$ cat config.mk
export PLATFORM = sky130hd
export DESIGN_NAME = sseg_scan_ctrl_flat
export DESIGN_NICKNAME = d
export VERILOG_FILES = /design/src/rtl/sseg_pkg.sv /design/src/rtl/sseg_scan_ctrl_if.sv /design/src/rtl/sseg_decode.sv /design/src/rtl/sseg_scan_ctrl.sv /design/src/flat_wrapper.sv
export SDC_FILE = /design/constraint.sdc
export NUM_CORES = 1
export LEC_CHECK = 0
export ABC_AREA = 1
export BUFFER_PORTS_ARGS = -buffer_cell sky130_fd_sc_hd__buf_2
export CAP_MARGIN = 10
export CORE_UTILIZATION = 30
export DETAILED_ROUTE_END_ITERATION = 8
export SYNTH_ARGS = -nofsm -noshare
export SYNTH_HDL_FRONTEND = slang
export SYNTH_SLANG_ARGS = --single-unit
$ cat constraint.sdc
create_clock -name clock -period 3.5 [get_ports clock]
set_input_delay 0 -clock clock [delete_from_list [all_inputs] [get_ports clock]]
set_output_delay 0 -clock clock [all_outputs]
set_load 0.01 [all_outputs]
$ cat src/rtl/sseg_pkg.sv
// Shared constants for the seven-segment scan controller: active-low {g,f,e,d,c,b,a}
// segment patterns and the digit-index width helper.
package sseg_pkg;

  localparam logic [6:0] SEG_0     = 7'b1000000;
  localparam logic [6:0] SEG_1     = 7'b1111001;
  localparam logic [6:0] SEG_2     = 7'b0100100;
  localparam logic [6:0] SEG_3     = 7'b0110000;
  localparam logic [6:0] SEG_4     = 7'b0011001;
  localparam logic [6:0] SEG_5     = 7'b0010010;
  localparam logic [6:0] SEG_6     = 7'b0000010;
  localparam logic [6:0] SEG_7     = 7'b1111000;
  localparam logic [6:0] SEG_8     = 7'b0000000;
  localparam logic [6:0] SEG_9     = 7'b0010000;
  localparam logic [6:0] SEG_A     = 7'b0001000;
  localparam logic [6:0] SEG_B     = 7'b0000011;
  localparam logic [6:0] SEG_C     = 7'b1000110;
  localparam logic [6:0] SEG_D     = 7'b0100001;
  localparam logic [6:0] SEG_E     = 7'b0000110;
  localparam logic [6:0] SEG_F     = 7'b0001110;
  localparam logic [6:0] SEG_DASH  = 7'b0111111;
  localparam logic [6:0] SEG_BLANK = 7'b1111111;

  // Never returns 0, so a 1-digit build still gets a legal 1-bit index.
  function automatic int idx_width(input int n);
    return (n < 2) ? 1 : $clog2(n);
  endfunction

endpackage

$ cat src/rtl/sseg_scan_ctrl_if.sv
// Bundle between the counter datapath (master) and the scan controller (slave).
interface sseg_scan_ctrl_if #(
  parameter int NUM_DIGITS   = 4,
  parameter int BRIGHT_WIDTH = 4
);
  logic [4*NUM_DIGITS-1:0] digits;
  logic [NUM_DIGITS-1:0]   dp_en;
  logic                    blank_lz;
  logic [BRIGHT_WIDTH-1:0] brightness;
  logic [6:0]              seg_n;
  logic                    dp_n;
  logic [NUM_DIGITS-1:0]   an_n;
  logic                    frame_start;

  modport master (
    output digits, dp_en, blank_lz, brightness,
    input  seg_n, dp_n, an_n, frame_start
  );

  modport slave (
    input  digits, dp_en, blank_lz, brightness,
    output seg_n, dp_n, an_n, frame_start
  );
endinterface

$ cat src/rtl/sseg_decode.sv
// Combinational 4-bit code to active-low segment pattern; codes 10..15 are
// hex letters or a dash depending on hex_mode.
module sseg_decode
  import sseg_pkg::*;
(
  input  logic [3:0] code,
  input  logic       hex_mode,
  output logic [6:0] seg_n
);

  always_comb begin
    seg_n = SEG_DASH;
    case (code)
      4'h0: seg_n = SEG_0;
      4'h1: seg_n = SEG_1;
      4'h2: seg_n = SEG_2;
      4'h3: seg_n = SEG_3;
      4'h4: seg_n = SEG_4;
      4'h5: seg_n = SEG_5;
      4'h6: seg_n = SEG_6;
      4'h7: seg_n = SEG_7;
      4'h8: seg_n = SEG_8;
      4'h9: seg_n = SEG_9;
      4'hA: seg_n = hex_mode ? SEG_A : SEG_DASH;
      4'hB: seg_n = hex_mode ? SEG_B : SEG_DASH;
      4'hC: seg_n = hex_mode ? SEG_C : SEG_DASH;
      4'hD: seg_n = hex_mode ? SEG_D : SEG_DASH;
      4'hE: seg_n = hex_mode ? SEG_E : SEG_DASH;
      4'hF: seg_n = hex_mode ? SEG_F : SEG_DASH;
      default: seg_n = SEG_DASH;
    endcase
  end

endmodule

$ cat src/rtl/sseg_scan_ctrl.sv
// Time-multiplexed seven-segment scan controller with frame-coherent shadowing,
// leading-zero blanking, decimal points and PWM brightness.
module sseg_scan_ctrl
  import sseg_pkg::*;
#(
  parameter int NUM_DIGITS   = 4,
  parameter int DIV_WIDTH    = 16,
  parameter int BRIGHT_WIDTH = 4,
  parameter int HEX_MODE     = 0
) (
  input  logic             clock,
  input  logic             reset,
  sseg_scan_ctrl_if.slave  bus
);

  localparam int            IW       = idx_width(NUM_DIGITS);
  localparam logic [IW-1:0] LAST_IDX = IW'(NUM_DIGITS - 1);

  logic [DIV_WIDTH-1:0]    presc_q, presc_d;
  logic [IW-1:0]           idx_q, idx_d;
  logic [4*NUM_DIGITS-1:0] sh_digits_q, sh_digits_d;
  logic [NUM_DIGITS-1:0]   sh_dp_q, sh_dp_d;
  logic                    sh_blz_q, sh_blz_d;
  logic [6:0]              seg_q, seg_d;
  logic                    dp_q, dp_d;
  logic [NUM_DIGITS-1:0]   an_q, an_d;
  logic                    fs_q, fs_d;

  logic                    slot_tick;
  logic                    frame_wrap;
  logic                    pwm_on;
  logic [NUM_DIGITS-1:0]   blank_vec;
  logic [NUM_DIGITS-1:0]   an_sel;
  logic [3:0]              cur_code;
  logic                    cur_dp;
  logic                    cur_blank;
  logic [6:0]              dec_seg;

  // Scan timing: prescaler, digit index and the frame boundary
  always_comb begin
    slot_tick  = &presc_q;
    frame_wrap = slot_tick && (idx_q == LAST_IDX);
    presc_d    = presc_q + DIV_WIDTH'(1);
    idx_d      = idx_q;
    if (slot_tick) idx_d = frame_wrap ? '0 : idx_q + IW'(1);
    fs_d        = frame_wrap;
    sh_digits_d = frame_wrap ? bus.digits   : sh_digits_q;
    sh_dp_d     = frame_wrap ? bus.dp_en    : sh_dp_q;
    sh_blz_d    = frame_wrap ? bus.blank_lz : sh_blz_q;
  end

  // A digit is blanked only if it and every more-significant digit are zero.
  always_comb begin
    logic all_zero;
    blank_vec = '0;
    all_zero  = 1'b1;
    for (int j = NUM_DIGITS - 1; j >= 1; j--) begin
      all_zero     = all_zero && (sh_digits_q[4*j +: 4] == 4'h0);
      blank_vec[j] = sh_blz_q && all_zero;
    end
  end

  always_comb begin
    cur_code  = '0;
    cur_dp    = 1'b0;
    cur_blank = 1'b0;
    an_sel    = '0;
    for (int i = 0; i < NUM_DIGITS; i++) begin
      if (idx_q == IW'(i)) begin
        cur_code  = sh_digits_q[4*i +: 4];
        cur_dp    = sh_dp_q[i];
        cur_blank = blank_vec[i];
        an_sel[i] = 1'b1;
      end
    end
  end

  sseg_decode u_decode (
    .code     (cur_code),
    .hex_mode (HEX_MODE != 0),
    .seg_n    (dec_seg)
  );

  // Output stage: anode, segments and dp all come from the same index snapshot.
  always_comb begin
    pwm_on = presc_q[DIV_WIDTH-1 -: BRIGHT_WIDTH] < bus.brightness;
    seg_d  = cur_blank ? SEG_BLANK : dec_seg;
    dp_d   = ~cur_dp;
    an_d   = (pwm_on && !slot_tick) ? ~an_sel : '1;
  end

  always_ff @(posedge clock) begin
    if (reset) begin
      presc_q     <= '0;
      idx_q       <= '0;
      sh_digits_q <= '0;
      sh_dp_q     <= '0;
      sh_blz_q    <= 1'b0;
      seg_q       <= SEG_BLANK;
      dp_q        <= 1'b1;
      an_q        <= '1;
      fs_q        <= 1'b0;
    end else begin
      presc_q     <= presc_d;
      idx_q       <= idx_d;
      sh_digits_q <= sh_digits_d;
      sh_dp_q     <= sh_dp_d;
      sh_blz_q    <= sh_blz_d;
      seg_q       <= seg_d;
      dp_q        <= dp_d;
      an_q        <= an_d;
      fs_q        <= fs_d;
    end
  end

  assign bus.seg_n       = seg_q;
  assign bus.dp_n        = dp_q;
  assign bus.an_n        = an_q;
  assign bus.frame_start = fs_q;

endmodule

$ cat src/flat_wrapper.sv
// flat-port wrapper written by rule: the top's interface ports become plain ports
module sseg_scan_ctrl_flat import sseg_pkg::*;
#(
  parameter int NUM_DIGITS   = 4,
  parameter int DIV_WIDTH    = 16,
  parameter int BRIGHT_WIDTH = 4,
  parameter int HEX_MODE     = 0
)
  (clock, reset, bus_digits, bus_dp_en, bus_blank_lz, bus_brightness, bus_seg_n, bus_dp_n, bus_an_n, bus_frame_start);
  sseg_scan_ctrl_if #(.NUM_DIGITS(NUM_DIGITS), .BRIGHT_WIDTH(BRIGHT_WIDTH)) bus_i ();
  input  logic clock;
  input  logic reset;
  input wire logic [$bits(bus_i.digits)-1:0] bus_digits;
  input wire logic [$bits(bus_i.dp_en)-1:0] bus_dp_en;
  input wire logic [$bits(bus_i.blank_lz)-1:0] bus_blank_lz;
  input wire logic [$bits(bus_i.brightness)-1:0] bus_brightness;
  output wire logic [$bits(bus_i.seg_n)-1:0] bus_seg_n;
  output wire logic [$bits(bus_i.dp_n)-1:0] bus_dp_n;
  output wire logic [$bits(bus_i.an_n)-1:0] bus_an_n;
  output wire logic [$bits(bus_i.frame_start)-1:0] bus_frame_start;
  assign bus_i.digits = bus_digits;
  assign bus_i.dp_en = bus_dp_en;
  assign bus_i.blank_lz = bus_blank_lz;
  assign bus_i.brightness = bus_brightness;
  assign bus_seg_n = bus_i.seg_n;
  assign bus_dp_n = bus_i.dp_n;
  assign bus_an_n = bus_i.an_n;
  assign bus_frame_start = bus_i.frame_start;
  sseg_scan_ctrl #(.NUM_DIGITS(NUM_DIGITS), .DIV_WIDTH(DIV_WIDTH), .BRIGHT_WIDTH(BRIGHT_WIDTH), .HEX_MODE(HEX_MODE)) u_core (.clock(clock), .reset(reset), .bus(bus_i));
endmodule
==> impl_metrics.toml <==
[finish]
utilization_pct = 38.6
nFillCells = 845
antenna_cells = 0
final_cell_mix = "nand2_1 (74), dfxtp_1 (52), nand3_1 (41), buf_2 (39), a21oi_1 (38)"
nets = 420
area_growth_syn_to_layout_pct = 25.1
stdcell_count = 488
drive_gt1_share_pct = 14.2
final_common_cell = "nand2_1"

[synth]
synth_cells = 328
synth_cell_types = 28
ys_ff_latch = 52
ys_warn_count = 0
synth.area.top_cells = "dfxtp_1 (44%), nand2_1 (12%), nand3_1 (8.6%)"
yosysSeqAreaShare_pct = 43.8
synth_top_cell_area_share_pct = 43.8
syn-mean-instance-area_um2 = 7.24
syn_area_um2 = 2370
synth_edf_count = 0
syn-num-nets = 363
ys_async_sr_fraction_pct = 0
dominantRegCellSynth = "dfxtp_1"
yosys.area.top_type = "dfxtp_1"

[worst_setup_path]
worst-r2r-cell-count = 9
required_ns = 3.66
cp.depth = 9
slowest_delay_ns = 0.36
worst-path-buf-inv = 1
cp_max_fo = 25
worstSetupPathType = "reg -> reg"
crit_path_start_kind = "flip-flop"
cp_data_arrival_time_ns = 2.23
cp-end-kind = "flip-flop"
cp_slowest_cell = "dfxtp_1"
crit_family = "simple AND/OR/NAND/NOR gates"
path_cells = "ha_1 -> nand2_1 -> nor3_4 -> nand2_2 -> nor3_4 -> buf_4 -> nand2_2 -> nand2_1 -> a21oi_1"

[timing]
rsz0062_at_grt = "no"
timing.fmax_ghz = 0.483
fin_hold_ws_ns = 0.201
setup_tns_ns = 0
worst_pin_slew_ns = 0.665
final_max_slew_viol_count = 0
timing.final.crit_share_pct = 59.1
hold_viol = 0
max_slew_margin_pct = 55.7
setup_violations = 0
finalCriticalPeriod_ns = 2.07
clock_skew_ns = 0.00984

[cts]
cts_hold_buf = 21
cts_root_buf = "clkbuf_8"
cts_resized = 0
clk_latency_ns = 0.30
cts_tree = "yes"
htreeDepth = 2
cts.clk_slew.worst_paths_ns = 0.10
clock-sinks = 52
cts_setup_buffers = 0
cts_max_path_buffers = 2
cts_buffers = 5

[worst_hold_path]
worstHoldPathCells = 2
hp-class = "in -> reg"

[pwr]
comb_power_share_pct = 5.7
clockPowerShare_pct = 38.0
seq_power_share_pct = 56.3
powerDensity_nw_per_um2 = 359
power.internal_uw = 844
finalPower_mw = 1.07
cellLeakagePower_nw = 1.28
netSwitchingPower_uw = 223
ir_worst_vdd_mv = 0.156
swShare_pct = 20.9

[global_routing]
grt_pass1_wl_um = 9230
grtUsageTotal_pct = 13.7
grt_max_degree = 37
grt_busiest_layer = "met2"
met3_usage_pct = 2.68
first_global_vias = 2090
antenna_found_initial = 0
grtUsageMet1_pct = 17.9
overflow = 0
use_met2_pct = 22.8

[route]
vias = 2215
drt_iter0_markers = 117
drc = 0
detail-route-antenna-nets = 0
wl_um = 5210
drtPass1Iterations = 4
via_per_inst = 4.54
wl_per_cell_um = 10.7

[floorplan]
ios = 40
die_w_um = 91.0
fp.dieH_um = 91.0
start_util_pct = 30.9
rows = 32
core_um2 = 7690
dieArea_um2 = 8280

[place]
hpwl_um = 3750
port_buffers = 39
dp_cells = 459
place_congestion = 0.815

[flow_run]
drv_cap = 0

[run_status]
status = "completed"
-- through the flow --
step,instance area [µm²],setup slack [ns]
global route,2970,1.20
floorplan,2370,1.80
CTS,2970,1.40
finish,2970,1.43
global placement,2650,1.48
detailed placement,2650,1.43
-- state kept, by name, indices dropped and copies added, names as in the netlist --
| signal | cells |
|---|---|
| u_core.presc_q | 16 |
| u_core.sh_digits_q | 16 |
| u_core.bus.seg_n | 7 |
| u_core.bus.an_n | 4 |
| u_core.sh_dp_q | 4 |
| u_core.idx_q | 2 |
| u_core.bus.dp_n | 1 |
| u_core.bus.frame_start | 1 |
| u_core.sh_blz_q | 1 |
-- cell type report --
| class | instances | area (µm²) | area share (%) |
|---|---|---|---|
| Sequential cell | 52 | 1040 | 35.0 |
| Clock buffer | 5 | 68.8 | 2.32 |
| Multi-Input combinational cell | 228 | 1130 | 38.2 |
| Clock inverter | 3 | 42.5 | 1.43 |
| Tap cell | 102 | 128 | 4.30 |
| Inverter | 36 | 135 | 4.55 |
| Timing Repair Buffer | 62 | 420 | 14.2 |
-- cell usage after synthesis, drive strengths merged, types with 2 or more instances --
master / count
nand3: 41
o21ai: 6
o31ai: 2
ha: 8
clkbuf: 6
a21oi: 38
xor2: 3
nand4: 4
inv: 36
nand2: 76
nor2: 36
dfxtp: 52
buf: 6
nor3: 5
-- layer usage --
layer / wire (µm) / part of all wire, %
met1: 2680 / 51
met2: 2280 / 44
met3: 187 / 3.6
met4: 63 / 1.2
met5: 0 / 0
-- worst paths after layout --
check | slack [ns] | start | endpoint
max | 1.43 | u_core.presc_q[0] | u_core.sh_dp_q[2]
min reg2reg | 0.46 | u_core.presc_q[0] | u_core.presc_q[0]
max reg2reg | 1.43 | u_core.presc_q[0] | u_core.sh_dp_q[2]
min | 0.20 | reset | u_core.presc_q[15]
-- cells by family (layout without fill, tap and decap cells) --
| group | count (synthesis) | in the layout | synth area share, % |
|---|---|---|---|
| XOR/XNOR | 4 | 4 | 1.48 |
| AO/OA/AOI/OAI | 52 | 52 | 11.9 |
| buffers and inverters | 48 | 106 | 8.38 |
| AND/OR/NAND/NOR | 164 | 164 | 30.2 |
| adder cells (fa/ha/maj) | 8 | 8 | 4.22 |
| flip-flops | 52 | 52 | 43.8 |
-- worst reg2reg max path, cell delays in order (launching register included) --
cell     delay, ns
dfxtp_1       0.36
ha_1          0.17
nand2_1       0.10
nor3_4        0.23
nand2_2       0.11
nor3_4        0.11
buf_4         0.29
nand2_2       0.31
nand2_1       0.16
a21oi_1       0.07
-- power groups by stage --
stage               Clock (mW)  Combinational [mW]  Sequential (mW)
detailed placement           0              0.0443            0.615
finish                   0.405              0.0610            0.601
floorplan                    0              0.0178            0.617
CTS                      0.421              0.0619            0.601
global route             0.447              0.0687            0.602
global placement             0              0.0434            0.615
Note: power is estimated with default switching activity, not from simulation.
